==> src/rtl/snn_img_loader.sv <==
// ============================================================================
// snn_img_loader
//
// Upstream stage of the SNN core. Accepts a byte-wide pixel stream through a
// valid/ready handshake and packs four pixels into each 32-bit BRAM word,
// written through the image BRAM's second port. Once a full frame is stored,
// it issues a single-cycle learn or inference start pulse, waits for the
// controller's done level and captures the winner index.
//
// Optional build macro: SNN_LOADER_TIMEOUT_EN
//   When defined, WAIT is bounded by a 20-bit watchdog of TIMEOUT_CYC cycles.
//   On expiry the result is reported as winner 8'hFF and the sticky o_timeout
//   output is set. When undefined, WAIT is unbounded, and neither o_timeout
//   nor the TIMEOUT_CYC parameter exists.
//
// Parameters:
//   N_WORDS      words per frame (1..256), 4 pixels per word
//   TIMEOUT_CYC  watchdog limit in WAIT (only with SNN_LOADER_TIMEOUT_EN)
//
// Ports:
//   clk, rst_n            clock, asynchronous active-low reset
//   s_valid/s_ready       pixel beat handshake
//   s_data, s_last        pixel value, final pixel of the frame
//   i_mode                0 = inference, 1 = learn (sampled on first beat)
//   i_idle, i_done        SNN controller idle / done (done is a level)
//   i_winner              SNN winner index
//   o_lern, o_infr        single-cycle start pulses
//   o_d, o_addr, o_ce, o_we  registered BRAM write port
//   o_res_valid           single-cycle result pulse
//   o_res_winner          captured winner, held until the next result
//   o_short, o_overflow   sticky frame-length flags, cleared at frame start
//   o_busy                high in any state other than IDLE
//   o_timeout             sticky watchdog flag (optional build only)
// ============================================================================
module snn_img_loader #(
    parameter int N_WORDS = 196
`ifdef SNN_LOADER_TIMEOUT_EN
    ,
    parameter int TIMEOUT_CYC = 1000000
`endif
) (
    input  logic        clk,
    input  logic        rst_n,
    input  logic        s_valid,
    output logic        s_ready,
    input  logic [7:0]  s_data,
    input  logic        s_last,
    input  logic        i_mode,
    input  logic        i_idle,
    input  logic        i_done,
    input  logic [7:0]  i_winner,
    output logic        o_lern,
    output logic        o_infr,
    output logic [31:0] o_d,
    output logic [7:0]  o_addr,
    output logic        o_ce,
    output logic        o_we,
    output logic        o_res_valid,
    output logic [7:0]  o_res_winner,
    output logic        o_short,
    output logic        o_overflow,
    output logic        o_busy
`ifdef SNN_LOADER_TIMEOUT_EN
    ,
    output logic        o_timeout
`endif
);

    typedef enum logic [2:0] {
        ST_IDLE,
        ST_LOAD,
        ST_FILL,
        ST_DRAIN,
        ST_START,
        ST_WAIT,
        ST_DONE
    } state_t;

    localparam logic [7:0] LAST_WORD = 8'(N_WORDS - 1);

`ifdef SNN_LOADER_TIMEOUT_EN
    localparam logic [19:0] TO_LAST = 20'(TIMEOUT_CYC - 1);
    logic [19:0] to_cnt_reg;
`endif

    state_t      state_reg;
    logic [7:0]  word_idx_reg;   // word being packed, or next FILL address
    logic [1:0]  lane_reg;       // byte lane of the next pixel
    logic [31:0] pack_reg;       // partially packed word; unused lanes stay 0
    logic        mode_reg;
    logic        run_reg;        // low while in reset so s_ready reads 0

    logic        pix_fire;
    logic        word_done;
    logic [31:0] word_cur;

    assign s_ready  = run_reg && ((state_reg == ST_IDLE) ||
                                  (state_reg == ST_LOAD) ||
                                  (state_reg == ST_DRAIN));
    assign pix_fire = s_valid && s_ready &&
                      ((state_reg == ST_IDLE) || (state_reg == ST_LOAD));
    assign word_done = (lane_reg == 2'd3) || s_last;
    assign o_busy   = (state_reg != ST_IDLE);

    // Word as it looks with the current beat merged in. Lanes above the
    // current one are still zero in pack_reg, which gives the zero padding
    // of a word cut short by s_last for free.
    generate
        for (genvar gi = 0; gi < 4; gi++) begin : g_lane
            assign word_cur[8*gi +: 8] = (lane_reg == 2'(gi)) ? s_data
                                                              : pack_reg[8*gi +: 8];
        end
    endgenerate

    always_ff @(posedge clk or negedge rst_n) begin
        if (!rst_n) begin
            state_reg    <= ST_IDLE;
            word_idx_reg <= '0;
            lane_reg     <= '0;
            pack_reg     <= '0;
            mode_reg     <= 1'b0;
            run_reg      <= 1'b0;
            o_lern       <= 1'b0;
            o_infr       <= 1'b0;
            o_d          <= '0;
            o_addr       <= '0;
            o_ce         <= 1'b0;
            o_we         <= 1'b0;
            o_res_valid  <= 1'b0;
            o_res_winner <= '0;
            o_short      <= 1'b0;
            o_overflow   <= 1'b0;
`ifdef SNN_LOADER_TIMEOUT_EN
            to_cnt_reg   <= '0;
            o_timeout    <= 1'b0;
`endif
        end else begin
            run_reg     <= 1'b1;
            o_ce        <= 1'b0;
            o_we        <= 1'b0;
            o_lern      <= 1'b0;
            o_infr      <= 1'b0;
            o_res_valid <= 1'b0;

            case (state_reg)
                ST_IDLE, ST_LOAD: begin
                    if (pix_fire) begin
                        if (state_reg == ST_IDLE) begin
                            // Frame start: latch mode, clear sticky flags.
                            mode_reg   <= i_mode;
                            o_short    <= 1'b0;
                            o_overflow <= 1'b0;
`ifdef SNN_LOADER_TIMEOUT_EN
                            o_timeout  <= 1'b0;
`endif
                        end
                        state_reg <= ST_LOAD;
                        if (word_done) begin
                            o_ce     <= 1'b1;
                            o_we     <= 1'b1;
                            o_addr   <= word_idx_reg;
                            o_d      <= word_cur;
                            pack_reg <= '0;
                            lane_reg <= '0;
                            if (word_idx_reg == LAST_WORD) begin
                                word_idx_reg <= '0;
                                if ((lane_reg == 2'd3) && !s_last) begin
                                    // Frame full but no s_last yet: swallow the rest.
                                    o_overflow <= 1'b1;
                                    state_reg  <= ST_DRAIN;
                                end else begin
                                    if (lane_reg != 2'd3) begin
                                        o_short <= 1'b1;
                                    end
                                    state_reg <= ST_START;
                                end
                            end else begin
                                word_idx_reg <= word_idx_reg + 8'd1;
                                if (s_last) begin
                                    o_short   <= 1'b1;
                                    state_reg <= ST_FILL;
                                end
                            end
                        end else begin
                            pack_reg <= word_cur;
                            lane_reg <= lane_reg + 2'd1;
                        end
                    end
                end

                ST_FILL: begin
                    o_ce   <= 1'b1;
                    o_we   <= 1'b1;
                    o_addr <= word_idx_reg;
                    o_d    <= '0;
                    if (word_idx_reg == LAST_WORD) begin
                        word_idx_reg <= '0;
                        state_reg    <= ST_START;
                    end else begin
                        word_idx_reg <= word_idx_reg + 8'd1;
                    end
                end

                ST_DRAIN: begin
                    if (s_valid && s_ready && s_last) begin
                        state_reg <= ST_START;
                    end
                end

                ST_START: begin
                    if (i_idle) begin
                        if (mode_reg) begin
                            o_lern <= 1'b1;
                        end else begin
                            o_infr <= 1'b1;
                        end
`ifdef SNN_LOADER_TIMEOUT_EN
                        to_cnt_reg <= '0;
`endif
                        state_reg <= ST_WAIT;
                    end
                end

                ST_WAIT: begin
                    if (i_done) begin
                        o_res_winner <= i_winner;
                        o_res_valid  <= 1'b1;
                        state_reg    <= ST_DONE;
                    end
`ifdef SNN_LOADER_TIMEOUT_EN
                    else if (to_cnt_reg == TO_LAST) begin
                        o_res_winner <= 8'hFF;
                        o_res_valid  <= 1'b1;
                        o_timeout    <= 1'b1;
                        state_reg    <= ST_IDLE;
                    end else begin
                        to_cnt_reg <= to_cnt_reg + 20'd1;
                    end
`endif
                end

                ST_DONE: begin
                    // Wait for done to drop so a held level cannot retrigger.
                    if (!i_done) begin
                        state_reg <= ST_IDLE;
                    end
                end

                default: state_reg <= ST_IDLE;
            endcase
        end
    end

endmodule
==> config.mk <==
export PLATFORM = sky130hd
export DESIGN_NAME = snn_img_loader
export DESIGN_NICKNAME = d
export VERILOG_FILES = /design/src/rtl/snn_img_loader.sv
export SDC_FILE = /design/constraint.sdc
export NUM_CORES = 1
export LEC_CHECK = 0
export CORE_AREA = 8 8 103 114
export CTS_CLUSTER_DIAMETER = 200
export DETAILED_ROUTE_END_ITERATION = 8
export DIE_AREA = 0 0 111 122
export GPL_TIMING_DRIVEN = 0
export HOLD_SLACK_MARGIN = 0.02
export PLACE_DENSITY_LB_ADDON = 0.05
export SLEW_MARGIN = 20
export SYNTH_ARGS = -nofsm -noshare
export SYNTH_HDL_FRONTEND = slang
export SYNTH_SLANG_ARGS = --single-unit
==> constraint.sdc <==
create_clock -name clk -period 1.9 [get_ports clk]
set_input_delay 0.38 -clock clk [delete_from_list [all_inputs] [get_ports clk]]
set_output_delay 0.38 -clock clk [all_outputs]
set_load 0.01 [all_outputs]
==> summary.md, run 1 <==
| Metric | Value |
|---|---|
| Status | `finished, final reports clean` |
| Worst slew margin relative to its limit | `59.4%` |
| Htree depth | `3` |
| Mux contribution to synthesized area | `10.2%` |
| Slowest cell on the critical path | `dfrtp_2` |
| Die W | `111 um` |
| Placed cells | `577` |
| CTS buffer count | `9` |
| Area share of fa/ha/maj cells after synthesis | `1.38%` |
| Cell taking the most area after synthesis | `dfrtp_1` |
| Commonest cells in the netlist | `101 x dfrtp_1, 36 x nand2_1, 34 x nor2_1, 33 x a211oi_1, 33 x mux2i_1` |
| Rows | `38` |
| Clk root buf | `clkbuf_8` |
| Final setup TNS | `0 ps` |
| Register area | `2530 um2` |
| PortBufs | `78` |
| Chip Height | `122 um` |
| Routed Antenna Nets | `0` |
| WL met3 | `526 um` |
| Yosys warning count | `0` |
| Worst skew pair latency | `360 ps` |
| Minimum clock period | `1850 ps` |
| Antenna diode count | `0` |
| Crit path cell chain | `ha_4 -> nor3b_2 -> and2_1 -> buf_6 -> o311ai_4 -> mux2_4` |
| Vias/cell | `5.34` |
| Worst-path clk slew | `90 ps` |
| Share of layout cells above drive strength 1 | `16.2%` |
| Worst R2R Start | `word_idx_reg[0]` |
| WHS Endpoint | `o_overflow` |
| Initial Util | `46.4%` |
| Critical path peak fanout | `7` |
| Largest net degree at the start of global routing | `81` |
| Max-slew violation count | `0` |
| Synth-to-Final Area Change | `27.6%` |
| Drt drc | `0` |
| Crit Path Category | `flip-flop to flip-flop` |
| Reg2reg end | `state_reg[0]` |
| HP Class | `input pin to flip-flop` |
| Yosys top cell area share | `55.9%` |
| Routed WL per cell | `17.2 um` |
| Async set-or-reset flop fraction in the synthesized netlist | `100%` |
| Top-Level Pins | `80` |
| Count leader, synth | `dfrtp_1` |
| Pwr/cell area | `1430 nW/um2` |
| Met2 wire length | `4.85 mm` |
| Routability-driven placement congestion ratio | `0.809` |
| Avg Cell Area, Syn | `12.0 um2` |
| 1st-pass router iterations | `4` |
| DR iter-0 viols | `123` |
| Actual slew at the worst max-slew pin | `609 ps` |
| Flop-to-flop setup slack | `50 ps` |
| CP Data Arrival Time | `2090 ps` |
| Max frequency | `541 MHz` |
| Post-Synth XOR/XNOR Area | `0.582%` |
| TritonCTS clock tree | `yes` |
| Post-Synth Simple-Gate Area | `13.2%` |
| Leakage | `2.55 nW` |
| Setup crit end kind | `flip-flop` |
| Syn Nets | `406` |
| Antenna violations before repair | `0` |
| Tot GR Track Use | `15.4%` |
| Max-cap viol count | `0` |
| Synth Flop Type | `dfrtp_1` |
| Min-delay src | `s_last` |
| Mapped Cells | `378` |
| Multi-input gate area | `1860 um2` |
| Vias in the first global route | `3254` |
| Post-synthesis compound-gate area fraction | `14.6%` |
| Max stage delay on crit path | `440 ps` |
| CP top delay family | `flip-flops` |
| Hold Vio Cnt, Final | `0` |
| Synth Register Bits | `101` |
| Critical Path Start Type | `flip-flop` |
| Top sig layer | `met4` |
| Reg2reg path depth | `6` |
| CP Data Required Time | `2140 ps` |
| Detailed Place HPWL | `7.15 mm` |
| Routed met1 length | `4.73 mm` |
| Clock Sink Count | `101` |
| Routed vias | `3183` |
| NumNets Final | `499` |
| Post-route clock period utilization | `97.3%` |
| VDD IR-drop max | `630 uV` |
| Post-synthesis cell area | `4520 um2` |
| Clk_skew | `12.8 ps` |
| Register area share after synthesis | `55.9%` |
| Largest family of logic cells by synthesized area | `compound AO/OA/AOI/OAI gates` |
| Die area | `13500 um2` |
| Filler cell count | `814` |
| Post-Route WL | `10.2 mm` |
| Global-route wire length before repair | `16.9 mm` |
| Netlist cell types | `55` |
| Floorplan core area | `9750 um2` |
| Setup violations, final | `0` |
| Worst Hold Depth | `2` |
| Max clock buf depth | `2` |
| Utilization after layout | `59.2%` |
| Synth area leaders | `dfrtp_1 56%, mux2i_1 7.3%, a211oi_1 5.5%` |
| Total grt overflow | `0` |
| Fin cells | `596` |
| Crit path buf inv count | `1` |
| Post-synth EDFFs | `0` |
## per-layer routing
metal | vias to the layer above | global-route usage, %
met5 | - | 0
met4 | 0 | 6.34
met3 | 10 | 3.98
met2 | 69 | 24.0
met1 | 1559 | 19.9
li1 | 1545 | -
## layout make-up
type / count / area share (%)
clock buffers: 11 / 2.45
repair buffers: 85 / 14.8
flip-flops and latches: 101 / 43.9
clock inverters: 5 / 1.04
inverters: 6 / 0.391
plain buffers: 23 / 2.67
well taps: 120 / 2.60
multi-input cells: 245 / 32.2
## power breakdown
group	total [mW]	internal, mW	switching (mW)
Sequential	3.30	2.86	0.442
Clock	1.39	0.649	0.741
Combinational	3.56	1.90	1.67
Total	8.25	5.40	2.85
## stage by stage
step / worst slack (ps) / cell area, um2 / hold slack [ps] / power (mW)
6_report: 51.2 / 5770 / 340 / 8.25
5_1_grt: -11.5 / 5770 / 350 / 8.83
4_1_cts: 17.5 / 5720 / 311 / 8.27
3_5_place_dp: -331 / 5480 / 247 / 6.79
3_3_place_gp: -3350 / 5450 / 443 / 6.73
2_1_floorplan: 100 / 4520 / 84.4 / 5.34
## what timing repair did
| item | 4_1_cts | 5_1_grt |
|---|---|---|
| hold buffers | 1 | 0 |
| endpoints found under the hold margin | 21 | 0 |
| pin swaps | 0 | 3 |
| resized for setup | 10 | 14 |
| setup buffers | 4 | 1 |
| endpoints found under the setup margin | 20 | 51 |
## worst max path at each step
stage,from,to,cells after the start
6_report,word_idx_reg[0],state_reg[0],6
5_1_grt,word_idx_reg[0],state_reg[0],6
4_1_cts,lane_reg[0],pack_reg[22],5
3_5_place_dp,s_valid,o_d[24],6
3_3_place_gp,rst_n,o_res_winner[3],1
2_1_floorplan,word_idx_reg[0],state_reg[0],6
## placed cells by master (no fill, tap or decap), types with 2 or more instances in the layout
cell / count
buf_2: 11
o311ai_4: 2
a32o_1: 2
o21ai_0: 5
o211ai_1: 2
a211oi_1: 33
clkbuf_1: 4
o31ai_1: 3
and3_1: 4
buf_6: 3
clkdlybuf4s50_1: 75
a21o_1: 2
mux2_2: 9
mux2i_1: 33
a22o_1: 24
mux2_4: 2
clkbuf_8: 11
nand2_1: 36
nor2b_2: 2
dfrtp_2: 3
nor4b_1: 2
dfrtp_1: 98
ha_1: 3
buf_4: 9
nor2_1: 33
o21ai_2: 2
nand4_1: 4
inv_1: 5
nor2b_1: 9
xnor2_1: 3
clkinv_4: 2
## kinds of logic after synthesis
family / after synthesis
multiplexers: 44
other: 1
XOR/XNOR: 3
adder cells (fa/ha/maj): 5
AND/OR/NAND/NOR: 112
AO/OA/AOI/OAI: 80
flip-flops: 101
buffers and inverters: 32
(Power assumes the default switching activity.)
==> inputs of run 2 (changes only) <==
--- a/config.mk
+++ b/config.mk
@@ -5,10 +5,10 @@
 export SDC_FILE = /design/constraint.sdc
 export NUM_CORES = 1
 export LEC_CHECK = 0
-export CORE_AREA = 8 8 103 114
+export CORE_AREA = 8 8 99 101
 export CTS_CLUSTER_DIAMETER = 200
 export DETAILED_ROUTE_END_ITERATION = 8
-export DIE_AREA = 0 0 111 122
+export DIE_AREA = 0 0 107 109
 export GPL_TIMING_DRIVEN = 0
 export HOLD_SLACK_MARGIN = 0.02
 export PLACE_DENSITY_LB_ADDON = 0.05
==> constraint.sdc (replaced) <==
create_clock -name clk -period 2.3 [get_ports clk]
set_input_delay 0.46 -clock clk [delete_from_list [all_inputs] [get_ports clk]]
set_output_delay 0.46 -clock clk [all_outputs]
set_load 0.01 [all_outputs]
==> run 2 against run 1 <==
Net effect: core utilization grew 8.5 points; largest power group unchanged; clock skew grew 2.0 ps; sequential share of layout area grew 0.73 points; die area shrank 14%; register-to-register slack gained 260 ps; clock-buffer cell count grew 3; worst setup slack gained 43 ps.
==> summary.md, run 2 (synthesis results as in run 1) <==
| Metric | Value |
|---|---|
| Status | `finished, final reports clean` |
| Antenna violations before repair | `0` |
| Max clock buf depth | `2` |
| Share of layout cells above drive strength 1 | `13.2%` |
| Setup crit end kind | `output port` |
| NumNets Final | `499` |
| Max-cap viol count | `0` |
| Routed vias | `3218` |
| Crit Path Category | `flip-flop to output port` |
| Minimum clock period | `2210 ps` |
| Leakage | `2.52 nW` |
| DP Worst Slack | `-42.6 ps` |
| Initial Util | `53.9%` |
| Die area | `11700 um2` |
| Chip Height | `109 um` |
| HP Class | `input pin to flip-flop` |
| Register area | `2530 um2` |
| Detailed Place HPWL | `6.99 mm` |
| Vias in the first global route | `3304` |
| Total power | `6.61 mW` |
| Max-slew violation count | `0` |
| DR iter-0 viols | `153` |
| Post-Route WL | `9.76 mm` |
| Antenna diode count | `0` |
| Most frequent cells in the layout | `100 x dfrtp_1, 76 x clkdlybuf4s50_1, 36 x nand2_1` |
| Commonest non-fill, non-tap cell in the layout | `dfrtp_1` |
| PortBufs | `78` |
| Multi-input gate area | `1810 um2` |
| Routability-driven placement congestion ratio | `0.795` |
| RSZ-0062 raised after global routing | `false` |
| Pwr/cell area | `1170 nW/um2` |
| Final WS setup | `93.9 ps` |
| Hold Vio Cnt, Final | `0` |
| Clk root buf | `clkbuf_8` |
| Drt drc | `0` |
| Utilization after layout | `67.6%` |
| Clk_skew | `14.8 ps` |
| Placed cells | `565` |
| Top-Level Pins | `80` |
| CP Data Arrival Time | `1750 ps` |
| Tot GR Track Use | `17.6%` |
| VDD IR-drop max | `470 uV` |
| Clock Sink Count | `101` |
| Post-route clock period utilization | `95.9%` |
| Die W | `107 um` |
| Rows | `34` |
| TritonCTS clock tree | `yes` |
| Worst slew margin relative to its limit | `53.7%` |
| Worst skew pair latency | `360 ps` |
| Fin cells | `584` |
| Actual slew at the worst max-slew pin | `694 ps` |
| Synth-to-Final Area Change | `25.4%` |
| Max frequency | `453 MHz` |
| Dpl cell area | `5460 um2` |
| Vias/cell | `5.51` |
| Filler cell count | `678` |
| Critical Path Start Type | `flip-flop` |
| Routed WL per cell | `16.7 um` |
| CP Data Required Time | `1840 ps` |
| CTS buffer count | `9` |
| Global-route wire length before repair | `16.4 mm` |
| 1st-pass router iterations | `4` |
| Largest net degree at the start of global routing | `61` |
| Setup violations, final | `0` |
| Worst-path clk slew | `80 ps` |
| Routed Antenna Nets | `0` |
| Floorplan core area | `8380 um2` |
| Total grt overflow | `0` |
| Finished Cell Area | `5670 um2` |
| Htree depth | `3` |
| Critical path peak fanout | `10` |
run 2: worst paths after layout:
check,start,endpoint,slack [ps],cells after the start
worst min-delay path,s_last,o_overflow,420,2
worst max register to register,lane_reg[1],pack_reg[15],310,6
min in group asynchronous,rst_n,o_d[22],570,2
worst min register to register,mode_reg,o_infr,450,1
worst max-delay path,state_reg[2],s_ready,90,3
max in group asynchronous,rst_n,o_lern,1110,3
run 2: layout make-up:
cell class / instances / share of cell area (%)
Buffer: 26 / 2.74
Clock buffer: 14 / 2.87
Clock inverter: 2 / 0.287
Inverter: 6 / 0.397
Multi-Input combinational cell: 245 / 32.0
Sequential cell: 101 / 44.6
Tap cell: 108 / 2.38
Timing Repair Buffer: 82 / 14.7
run 2: power by group:
part	total, mW	internal [mW]	switching [mW]
combinational	2.82	1.50	1.32
clock	1.05	0.460	0.587
sequential	2.74	2.36	0.380
total	6.61	4.32	2.29
run 2: worst max-delay path, cell delays in order, from the launching register on:
cell	delay, ps
dfrtp_1	430
clkbuf_8	190
nor3b_1	210
clkdlybuf4s50_1	570
run 2: layer usage:
layer	track usage (%)	share of wire, %	vias to the layer above	routed length (um)
li1	-	-	1544	-
met1	22.7	46	1596	4450
met2	28.4	48	68	4690
met3	4.73	5.1	10	502
met4	5.13	1.1	0	110
met5	0	0	-	0
run 2: what timing repair did:
item	4_1_cts	5_1_grt
resized for setup	2	0
buffers inserted	2	0
setup endpoints to repair	1	0
hold buffers	1	0
endpoints found under the hold margin	28	0
run 2: through the flow:
step                TNS (ps)  hold WS, ps
finish                     0          422
global route               0          434
CTS                        0          414
detailed placement      -105          400
global placement     -298590          440
floorplan                  0          164
